[src/rtl/product_register.sv]
// Shift/accumulate product register with a built-in step counter for multdiv.
// Define PRODUCT_REGISTER_CLEAR_EN to add a synchronous `clear` input.
module product_register #(
    parameter int WIDTH = 65,
    parameter int UPPER = 32,
    parameter int SHIFT = 2,
    parameter int COUNT = 16,
    localparam int SW   = $clog2(COUNT + 1)
) (
    input  logic             clk,
    input  logic             reset,
    input  logic             input_enable,
    input  logic [1:0]       op,
    input  logic [WIDTH-1:0] data_in,
    input  logic [UPPER-1:0] upper_in,
`ifdef PRODUCT_REGISTER_CLEAR_EN
    input  logic             clear,
`endif
    output logic [WIDTH-1:0] data_out,
    output logic             busy,
    output logic             done,
    output logic [SW-1:0]    step
);

    typedef enum logic [1:0] {
        S_IDLE = 2'd0,
        S_BUSY = 2'd1,
        S_DONE = 2'd2
    } state_t;

    localparam logic [SW-1:0] COUNT_W = SW'(COUNT);

    state_t           state_q, state_d;
    logic [WIDTH-1:0] data_q, data_d;
    logic [SW-1:0]    step_q, step_d;
    logic [SW-1:0]    step_inc;
    logic [WIDTH-1:0] src;
    logic             clear_req;

`ifdef PRODUCT_REGISTER_CLEAR_EN
    assign clear_req = clear;
`else
    assign clear_req = 1'b0;
`endif

    assign step_inc = step_q + SW'(1);

    always_ff @(posedge clk or posedge reset) begin
        if (reset) begin
            state_q <= S_IDLE;
            data_q  <= '0;
            step_q  <= '0;
        end else begin
            state_q <= state_d;
            data_q  <= data_d;
            step_q  <= step_d;
        end
    end

    // op[0] selects write-upper-then-shift; sign comes from the new upper field
    always_comb begin
        state_d = state_q;
        data_d  = data_q;
        step_d  = step_q;
        src     = data_q;
        if (input_enable) begin
            if (clear_req) begin
                state_d = S_IDLE;
                data_d  = '0;
                step_d  = '0;
            end else begin
                case (op)
                    2'b01: begin
                        state_d = S_BUSY;
                        data_d  = data_in;
                        step_d  = '0;
                    end
                    2'b10, 2'b11: begin
                        if (state_q == S_BUSY) begin
                            if (op[0])
                                src = {upper_in, data_q[WIDTH-UPPER-1:0]};
                            data_d = $signed(src) >>> SHIFT;
                            step_d = step_inc;
                            if (step_inc == COUNT_W)
                                state_d = S_DONE;
                        end
                    end
                    default: ;
                endcase
            end
        end
    end

    assign data_out = data_q;
    assign step     = step_q;
    assign busy     = (state_q == S_BUSY);
    assign done     = (state_q == S_DONE);

endmodule

[config.mk]
export PLATFORM = sky130hd
export DESIGN_NAME = product_register
export DESIGN_NICKNAME = d
export VERILOG_FILES = /design/src/rtl/product_register.sv
export SDC_FILE = /design/constraint.sdc
export NUM_CORES = 1
export LEC_CHECK = 0
export ABC_AREA = 1
export BUFFER_PORTS_ARGS = -buffer_cell sky130_fd_sc_hd__buf_2
export CORE_UTILIZATION = 45
export DETAILED_ROUTE_END_ITERATION = 8
export PLACE_DENSITY = 0.86
export SYNTH_ARGS = -nofsm -noshare
export SYNTH_HDL_FRONTEND = slang
export SYNTH_SLANG_ARGS = --single-unit
[constraint.sdc]
create_clock -name clk -period 2.3 [get_ports clk]
set_clock_uncertainty 0.1 [all_clocks]
set_input_delay 0.115 -clock clk [delete_from_list [all_inputs] [get_ports clk]]
set_output_delay 0.115 -clock clk [all_outputs]
set_load 0.02 [all_outputs]
==> results of run 1 <==
-- power by group through the flow --
stage / logic [mW] / registers [mW] / clock network, mW
2_1_floorplan: 0.515 / 2.16 / 0
3_3_place_gp: 1.40 / 1.81 / 0
3_5_place_dp: 1.43 / 1.81 / 0
4_1_cts: 1.47 / 1.80 / 1.34
5_1_grt: 1.63 / 1.84 / 1.40
6_report: 1.47 / 1.80 / 1.32
-- tightest hold or removal path: stages --
cell and delay [ps]:
buf_2 80, nand2_1 40, o21ai_0 60, nand2_1 50
o21ai_0 60
-- metrics by stage --
stage | cells | power (mW) | hold slack [ps]
final | 834 | 4.590 | 14.51
after floorplan | 537 | 2.676 | 160.1
after detailed placement | 790 | 3.243 | 132.9
after global placement | 790 | 3.205 | 121.7
after CTS | 834 | 4.613 | 0.3660
after global routing | 834 | 4.870 | 6.373
-- cell families (layout without fill, tap and decap cells) --
family,Yosys count,after routing,share of synthesized area
buffers and inverters,73,265,0.08063
and+or+nand+nor,259,259,0.2617
adders and majority gates,1,1,0.003304
AOI/OAI and AO/OA,132,132,0.1785
DFF,72,72,0.4759
-- synthesized netlist by cell type (all sizes together) --
cell / number / area share
a21oi: 1 / 0.0013
buf: 17 / 0.025
dfrtp: 72 / 0.48
nor2: 36 / 0.036
nand3: 7 / 0.0093
o211ai: 4 / 0.0079
or2: 2 / 0.0033
a21boi: 1 / 0.0020
nand4: 1 / 0.0017
o31ai: 1 / 0.0020
ha: 1 / 0.0033
nand2: 213 / 0.21
clkbuf: 17 / 0.017
inv: 39 / 0.039
o21ai: 125 / 0.17
-- final cells by class --
cell class                      count  area [um2]  area share
Sequential cell                    72        1802      0.3430
Multi-Input combinational cell    392        1679      0.3197
Clock buffer                       10       137.6     0.02620
Clock inverter                      6       130.1     0.02477
Timing Repair Buffer              210        1226      0.2334
Tap cell                          105       131.4     0.02501
Inverter                           39       146.4     0.02787
-- flip-flops by register name, indices dropped and copies added (netlist names) --
name      flops
data_out     65
step          5
state_q       2
-- repair_timing --
action | CTS | global route
hold buffers | 28 | 0
endpoints found under the hold margin | 99 | 0
gates resized for setup | 0 | 0
-- worst max path at each step --
| stage | startpoint | end | slack [ps] | cells after the start |
|---|---|---|---|---|
| floorplan | reset | data_out[0] | 260 | 1 |
| global placement | state_q[1] | data_out[2] | 770 | 8 |
| detailed placement | state_q[1] | data_out[32] | 680 | 7 |
| CTS | state_q[1] | data_out[29] | 680 | 7 |
| global route | state_q[1] | data_out[15] | 500 | 8 |
| finish | state_q[1] | data_out[29] | 660 | 7 |
-- routing by layer --
layer | global-route usage | up-vias
met5 | 0 | -
met4 | 0.1128 | 0
met3 | 0.04773 | 25
met2 | 0.4264 | 216
met1 | 0.3239 | 1940
li1 | - | 2065
-- cell usage in the layout (no fill, tap or decap), drive strengths merged, types with 4 or more instances in the layout --
master | netlist | layout
nand2 | 213 | 213
buf | 17 | 182
o21ai | 125 | 125
dfrtp | 72 | 72
inv | 39 | 39
nor2 | 36 | 36
dlygate4sd3 | 0 | 28
clkbuf | 17 | 10
nand3 | 7 | 7
o211ai | 4 | 4
bufinv | 0 | 4
==> impl_metrics.py, run 1 <==
metrics = {
    "synthesis": {
        "syn_avg_cell_area_um2": 7.051,
        "synth_fp_nets": 640,
        "synth_seq_cells": 72,
        "ys_types": 22,
        "synth-seq-area-share": 0.4759,
        "yosys_warnings": 0,
        "synthCells": 537,
        "netlist_area_um2": 3786,
    },
    "clock_tree": {
        "cts_tree": "yes",
        "cts_post_setup_buffers_inserted": 0,
        "clk_pin_slew_worst_paths_ps": 70,
        "cts_inserted_buffers": 9,
        "clock_path_buffers": 2,
        "cts.sinks": 72,
        "h-tree-depth": 3,
        "cts-root-buf": "clkbuf_8",
        "clk_latency_ps": 330,
    },
    "min_path": {
        "hold_path.class": "in -> reg",
        "min_from": "data_in[23]",
        "hold_path_end": "data_out[23]",
        "whs_path_depth": 5,
    },
    "detailed_routing": {
        "drc": 0,
        "wl_per_cell_um": 13.17,
        "drt_iter0_drc": 214,
        "firstDrtPassIters": 5,
        "wl_met1_um": 4639,
        "viasPerCell": 5.091,
        "postRouteAntennaNets": 0,
        "vias": 4246,
        "top_layer": "met4",
        "routed-wl-met2_um": 5160,
        "drt-total-wl_um": 10990,
        "wl_met3_um": 932,
    },
    "critical_path": {
        "end_kind": "flop",
        "crit_path_max_fanout": 53,
        "regToRegEndpoint": "data_out[29]",
        "critPathKind": "reg -> reg",
        "cp.arrival_ps": 1730,
        "startpoint_type": "flop",
        "path_cells": "inv_1 > nand2_1 > o21ai_1 > nand2_2 > inv_2 > buf_4 > o21ai_0",
        "reg2reg_slack_ps": 660,
        "critical-path-max-stage-delay_ps": 390,
        "critical-path-slowest-cell": "buf_4",
        "required_ps": 2390,
        "critPathTopFamily": "buffers and inverters",
        "rr_startpoint": "state_q[1]",
        "critical_path_buf_inv_count": 3,
        "ff2ff_path_depth": 7,
    },
    "placed_design": {
        "dpl.hpwl_um": 7252,
        "dpl_worst_slack_ps": 684.7,
        "place_congestion": 0.8489,
        "io_buffers": 173,
        "dpl-instance-area_um2": 4705,
    },
    "grt": {
        "grt_usage": 0.2560,
        "antenna_found_initial": 0,
        "grt_overflow": 0,
        "grt_max_degree": 73,
        "grt_pass1_wl_um": 17760,
        "grt_pass1_vias": 4041,
    },
    "pwr": {
        "p_int_mw": 2.947,
        "p_clk_frac": 0.287,
        "ir_drop_mv": 0.3614,
        "seqPwrFrac": 0.393,
        "combPwrFrac": 0.320,
        "p_sw_mw": 1.642,
        "leakage_nw": 2.862,
        "p_per_area_nw_per_um2": 873.8,
        "switching_share": 0.3578,
    },
    "sta": {
        "worst_slack_ps": 659.4,
        "max_freq_mhz": 609.5,
        "slew_headroom": 0.6886,
        "slew_viol_final": 0,
        "min_period_over_period": 0.7133,
        "finalSetupViolCount": 0,
        "rsz0062_at_grt": "false",
        "fin_crit_ps": 1641,
        "worst_slew_pin_slew_ps": 467.1,
        "report.final.hold_viol_count": 0,
        "setup_tns_ps": 0,
    },
    "final_layout": {
        "antennaDiodeCount": 0,
        "nets": 827,
        "areaGrowthSynthToFinish_pct": 38.73,
        "drive_gt1_frac": 0.2785,
        "n_fill_cell": 729,
        "final_util": 0.6425,
        "final_area_um2": 5253,
    },
    "die": {
        "die_y_um": 93.73,
        "ioPinCount": 174,
        "fp.dieArea_um2": 8784,
        "core-area_um2": 8175,
        "die_w_um": 93.73,
        "num_rows": 33,
        "initial_core_util": 0.4631,
    },
    "job": {
        "drv_cap": 0,
    },
    "run_status": {
        "status": "complete, no violations",
    },
}
Note: power is estimated with default switching activity, not from simulation.
==> run 2, diff against run 1 <==
--- a/config.mk
+++ b/config.mk
@@ -7,7 +7,7 @@
 export LEC_CHECK = 0
 export ABC_AREA = 1
 export BUFFER_PORTS_ARGS = -buffer_cell sky130_fd_sc_hd__buf_2
-export CORE_UTILIZATION = 45
+export CORE_UTILIZATION = 43
 export DETAILED_ROUTE_END_ITERATION = 8
 export PLACE_DENSITY = 0.86
 export SYNTH_ARGS = -nofsm -noshare
==> constraint.sdc (replaced) <==
create_clock -name clk -period 1.3 [get_ports clk]
set_clock_uncertainty 0.1 [all_clocks]
set_input_delay 0.065 -clock clk [delete_from_list [all_inputs] [get_ports clk]]
set_output_delay 0.065 -clock clk [all_outputs]
set_load 0.02 [all_outputs]
==> impl_metrics.py, run 2 (same netlist as run 1, synthesis figures left out) <==
metrics = {
    "grt": {
        "grt_overflow": 0,
        "grt_usage": 0.2892,
        "grt_pass1_vias": 4407,
        "grt_pass1_wl_um": 20210,
        "grt_max_degree": 73,
        "antenna_found_initial": 0,
    },
    "placed_design": {
        "place_congestion": 0.7977,
        "dpl.hpwl_um": 7673,
        "dpl-instance-area_um2": 4898,
        "io_buffers": 173,
        "placed_cells": 800,
        "dpl_worst_slack_ps": -146.0,
    },
    "critical_path": {
        "regToRegEndpoint": "data_out[22]",
        "crit_cells": 9,
        "rr_startpoint": "state_q[1]",
        "required_ps": 1470,
        "critPathTopFamily": "flip-flops",
        "crit_top_cell": "nand2_2",
        "critical_path.endpoint": "data_out[22]",
        "crit_path_max_fanout": 18,
        "startpoint_type": "flop",
        "cp-startpoint": "state_q[1]",
        "critical_path_buf_inv_count": 4,
        "path_cells": "inv_2 > nand2_2 > o21ai_2 > nand2_2 > clkinv_4 > buf_4 > buf_12 > nand2_1 > o21ai_1",
        "cp.arrival_ps": 1610,
        "critical-path-slowest-cell": "dfrtp_1",
        "critical-path-max-stage-delay_ps": 390,
        "critPathKind": "reg -> reg",
        "reg2reg_slack_ps": -140,
        "end_kind": "flop",
        "ff2ff_path_depth": 9,
    },
    "sta": {
        "fin_crit_ps": 1436,
        "finalSetupViolCount": 71,
        "slew_viol_final": 0,
        "report.final.hold_viol_count": 0,
        "max_freq_mhz": 696.6,
        "worst_slew_pin_slew_ps": 524.0,
        "slew_headroom": 0.6470,
        "hold_slack_ps": 9.716,
        "worst_slack_ps": -135.6,
        "rsz0062_at_grt": "true",
        "setup_tns_ps": -6723,
        "min_period_over_period": 1.104,
    },
    "die": {
        "die_w_um": 95.84,
        "ioPinCount": 174,
        "die_y_um": 95.84,
        "initial_core_util": 0.4517,
        "fp.dieArea_um2": 9184,
        "core-area_um2": 8382,
        "num_rows": 33,
    },
    "detailed_routing": {
        "drt-total-wl_um": 13680,
        "routed-wl-met2_um": 7029,
        "firstDrtPassIters": 5,
        "drt_iter0_drc": 237,
        "vias": 4693,
        "wl_met1_um": 5143,
        "wl_met3_um": 1120,
        "top_layer": "met4",
        "viasPerCell": 5.226,
        "drc": 0,
        "wl_per_cell_um": 15.24,
        "postRouteAntennaNets": 0,
    },
    "clock_tree": {
        "clock_path_buffers": 2,
        "clk_pin_slew_worst_paths_ps": 80,
        "cts_inserted_buffers": 9,
        "h-tree-depth": 3,
        "cts-root-buf": "clkbuf_8",
        "clk_latency_ps": 340,
        "cts_tree": "yes",
        "cts.sinks": 72,
    },
    "final_layout": {
        "final_util": 0.7437,
        "final_cells": 898,
        "final_cell_mix": "nand2_1, buf_2, o21ai_0",
        "layout_commonest_cell": "nand2_1",
        "antennaDiodeCount": 0,
        "areaGrowthSynthToFinish_pct": 64.64,
        "final_area_um2": 6233,
        "drive_gt1_frac": 0.3266,
        "n_fill_cell": 578,
        "largest_reg_flops": 65,
        "nets": 891,
    },
    "pwr": {
        "leakage_nw": 3.293,
        "total_power_mw": 8.257,
        "ir_drop_mv": 0.7731,
        "p_per_area_nw_per_um2": 1325,
    },
    "job": {
        "drv_cap": 0,
    },
    "run_status": {
        "status": "finished, violations left",
        "violations": "setup timing",
    },
    "min_path": {
        "hold_path.class": "in -> reg",
        "whs_path_depth": 5,
    },
}
==> run 2: area by class of cell <==
cell class                 instances  area (um2)  area share
timing repair buffer             274        2111      0.3386
multi-input combinational        392        1831      0.2937
sequential                        72        1804      0.2894
clock buffer                      13       158.9     0.02549
inverter                          39       157.7     0.02529
tap                              105       131.4     0.02108
clock inverter                     3       40.04    0.006423
==> run 2: metal layers <==
layer	GRT usage	up-vias
met3	0.05766	37
met4	0.1455	0
met5	0	-
met1	0.3249	2157
li1	-	2201
met2	0.5196	298
==> run 2: power breakdown <==
group          total [mW]  internal (mW)  switching, mW
clock network        1.80          0.988          0.810
registers            3.22           2.79          0.433
logic                3.24           1.30           1.94
total                8.26           5.08           3.18
==> run 2: worst min-delay path by stage <==
stage	start	endpoint	slack [ps]
6_report	upper_in[5]	data_out[36]	10
5_1_grt	data_in[27]	data_out[27]	30
4_1_cts	upper_in[28]	data_out[59]	0.5
3_5_place_dp	reset	data_out[26]	100
3_3_place_gp	reset	data_out[26]	100
2_1_floorplan	data_in[0]	data_out[0]	110
==> run 2: what timing repair did <==
action,in CTS,in global routing
buffers inserted,7,1
gates resized for setup,43,44
hold buffers,69,0
cloned,5,3
pin swaps,4,3
endpoints found under the setup margin,74,73
hold endpoints to repair,136,0
==> run 2: worst reg2reg max path: cells and delay by family, from the launching register on <==
| family | cells | cell delay (ps) |
|---|---|---|
| AOI/OAI and AO/OA | 2 | 230 |
| buffers and inverters | 4 | 400 |
| and+or+nand+nor | 3 | 240 |
| DFF | 1 | 390 |
==> run 3, diff against run 2 <==
--- a/config.mk
+++ b/config.mk
@@ -7,6 +7,7 @@
 export LEC_CHECK = 0
 export ABC_AREA = 1
 export BUFFER_PORTS_ARGS = -buffer_cell sky130_fd_sc_hd__buf_2
+export CORE_ASPECT_RATIO = 0.5
 export CORE_UTILIZATION = 43
 export DETAILED_ROUTE_END_ITERATION = 8
 export PLACE_DENSITY = 0.86
==> constraint.sdc (replaced) <==
create_clock -name clk -period 1.3 [get_ports clk]
set_clock_uncertainty 0.1 [all_clocks]
set_input_delay 0.13 -clock clk [delete_from_list [all_inputs] [get_ports clk]]
set_output_delay 0.13 -clock clk [all_outputs]
set_load 0.02 [all_outputs]
==> impl_metrics.py, run 3 (same netlist as run 1, synthesis figures left out) <==
metrics = {
    "clock_tree": {
        "cts.sinks": 72,
        "clock_path_buffers": 2,
        "cts-root-buf": "clkbuf_16",
        "cts_tree": "yes",
        "clk_pin_slew_worst_paths_ps": 60,
        "h-tree-depth": 3,
        "cts_inserted_buffers": 9,
        "clk_latency_ps": 320,
    },
    "die": {
        "core-area_um2": 8259,
        "die_y_um": 68.35,
        "die_w_um": 134.7,
        "fp.dieArea_um2": 9207,
        "initial_core_util": 0.4584,
        "ioPinCount": 174,
        "num_rows": 23,
    },
    "final_layout": {
        "layout_commonest_cell": "nand2_1",
        "final_cell_mix": "nand2_1, buf_2, o21ai_0",
        "nets": 833,
        "largest_reg_flops": 65,
        "areaGrowthSynthToFinish_pct": 51.22,
        "n_fill_cell": 645,
        "drive_gt1_frac": 0.3442,
        "antennaDiodeCount": 0,
    },
    "grt": {
        "grt_max_degree": 40,
        "grt_pass1_wl_um": 18470,
        "grt_pass1_vias": 4029,
        "antenna_found_initial": 0,
        "grt_overflow": 0,
        "grt_usage": 0.2627,
    },
    "job": {
        "drv_cap": 0,
    },
    "critical_path": {
        "startpoint_type": "flop",
        "regToRegEndpoint": "step[1]",
        "reg2reg_slack_ps": -110,
        "critPathKind": "reg -> reg",
        "required_ps": 1390,
        "cp.arrival_ps": 1500,
        "crit_top_cell": "nand2_4",
        "path_cells": "inv_2 > nand2_4 > o21ai_4 > nand2_4 > buf_12 > nand2_1 > o21ai_0",
        "critical-path-slowest-cell": "dfrtp_1",
        "ff2ff_path_depth": 7,
        "end_kind": "flop",
        "critical-path-max-stage-delay_ps": 370,
        "rr_startpoint": "state_q[1]",
        "crit_path_max_fanout": 39,
    },
    "sta": {
        "slew_headroom": 0.7220,
        "finalSetupViolCount": 74,
        "slew_viol_final": 0,
        "min_period_over_period": 1.083,
        "worst_slack_ps": -107.6,
        "hold_slack_ps": 18.65,
        "report.final.hold_viol_count": 0,
        "rsz0062_at_grt": "true",
        "max_freq_mhz": 710.4,
        "worst_slew_pin_slew_ps": 416.1,
        "fin_crit_ps": 1408,
    },
    "detailed_routing": {
        "firstDrtPassIters": 5,
        "drc": 0,
        "viasPerCell": 5.163,
        "drt-total-wl_um": 12160,
        "drt_iter0_drc": 321,
        "postRouteAntennaNets": 0,
        "vias": 4373,
        "wl_per_cell_um": 14.36,
    },
    "pwr": {
        "leakage_nw": 3.073,
        "total_power_mw": 9.129,
        "ir_drop_mv": 0.8047,
        "p_per_area_nw_per_um2": 1594,
    },
    "placed_design": {
        "dpl.hpwl_um": 7793,
        "place_congestion": 0.8351,
        "io_buffers": 173,
    },
    "run_status": {
        "violations": "setup timing",
        "status": "finished, violations left",
    },
    "min_path": {
        "whs_path_depth": 5,
        "hold_path_end": "data_out[42]",
        "hold_path.class": "in -> reg",
        "min_from": "data_in[42]",
    },
}
==> run 3: per-stage QoR <==
step / util / instances / TNS [ps] / instance area [um2] / setup slack, ps
after floorplan: - / 537 / -418.7 / 3817 / -29.23
after global placement: 0.5972 / 812 / -2390 / 4932 / -65.92
after detailed placement: 0.5972 / 812 / -5792 / 4932 / -130.6
after CTS: 0.6693 / 842 / -1583 / 5528 / -65.54
after global routing: 0.6932 / 847 / -7716 / 5725 / -207.1
final: 0.6932 / 847 / -3069 / 5725 / -107.6
==> run 3: worst max path at each step <==
stage / startpoint / end / slack, ps / cells after the start
finish: state_q[1] / step[1] / -110 / 7
global route: state_q[1] / step[1] / -210 / 7
CTS: state_q[1] / data_out[0] / -70 / 8
detailed placement: state_q[1] / data_out[52] / -130 / 8
global placement: state_q[1] / data_out[41] / -70 / 8
floorplan: state_q[1] / data_out[41] / -30 / 9
==> run 3: power by group <==
part / leakage [nW] / switching, mW / internal, mW / total [mW]
combinational: 1.99 / 1.87 / 1.17 / 3.04
sequential: 0.908 / 0.392 / 2.79 / 3.18
clock: 0.172 / 0.935 / 1.98 / 2.91
==> run 3: routing by layer <==
metal,wire length [um],vias to the layer above,GRT usage
li1,-,2093,-
met1,4982,2032,0.3098
met2,6065,204,0.4478
met3,707,44,0.07259
met4,409,0,0.1433
met5,0,-,0
==> run 3: timing repair <==
item	in CTS	in global routing
setup endpoints to repair	75	76
pin swaps	3	3
buffers inserted	2	2
hold buffers	9	0
gates resized for setup	33	48
gates cloned	3	4
hold endpoints to repair	22	0
==> run 3: cell type report <==
class / instances / area (um2) / share of cell area
Sequential cell: 72 / 1804 / 0.3151
Multi-Input combinational cell: 392 / 1797 / 0.3138
Timing Repair Buffer: 215 / 1455 / 0.2542
Clock buffer: 11 / 252.7 / 0.04414
Inverter: 39 / 165.2 / 0.02885
Tap cell: 112 / 140.1 / 0.02448
Clock inverter: 5 / 102.6 / 0.01792
Timing Repair inverter: 1 / 8.758 / 0.001530
==> run 3: critical path: cells and delay by family, from the launching register on <==
family	cells	cell delay, ps
DFF	1	370
buffers and inverters	2	280
and+or+nand+nor	3	280
AOI/OAI and AO/OA	2	240
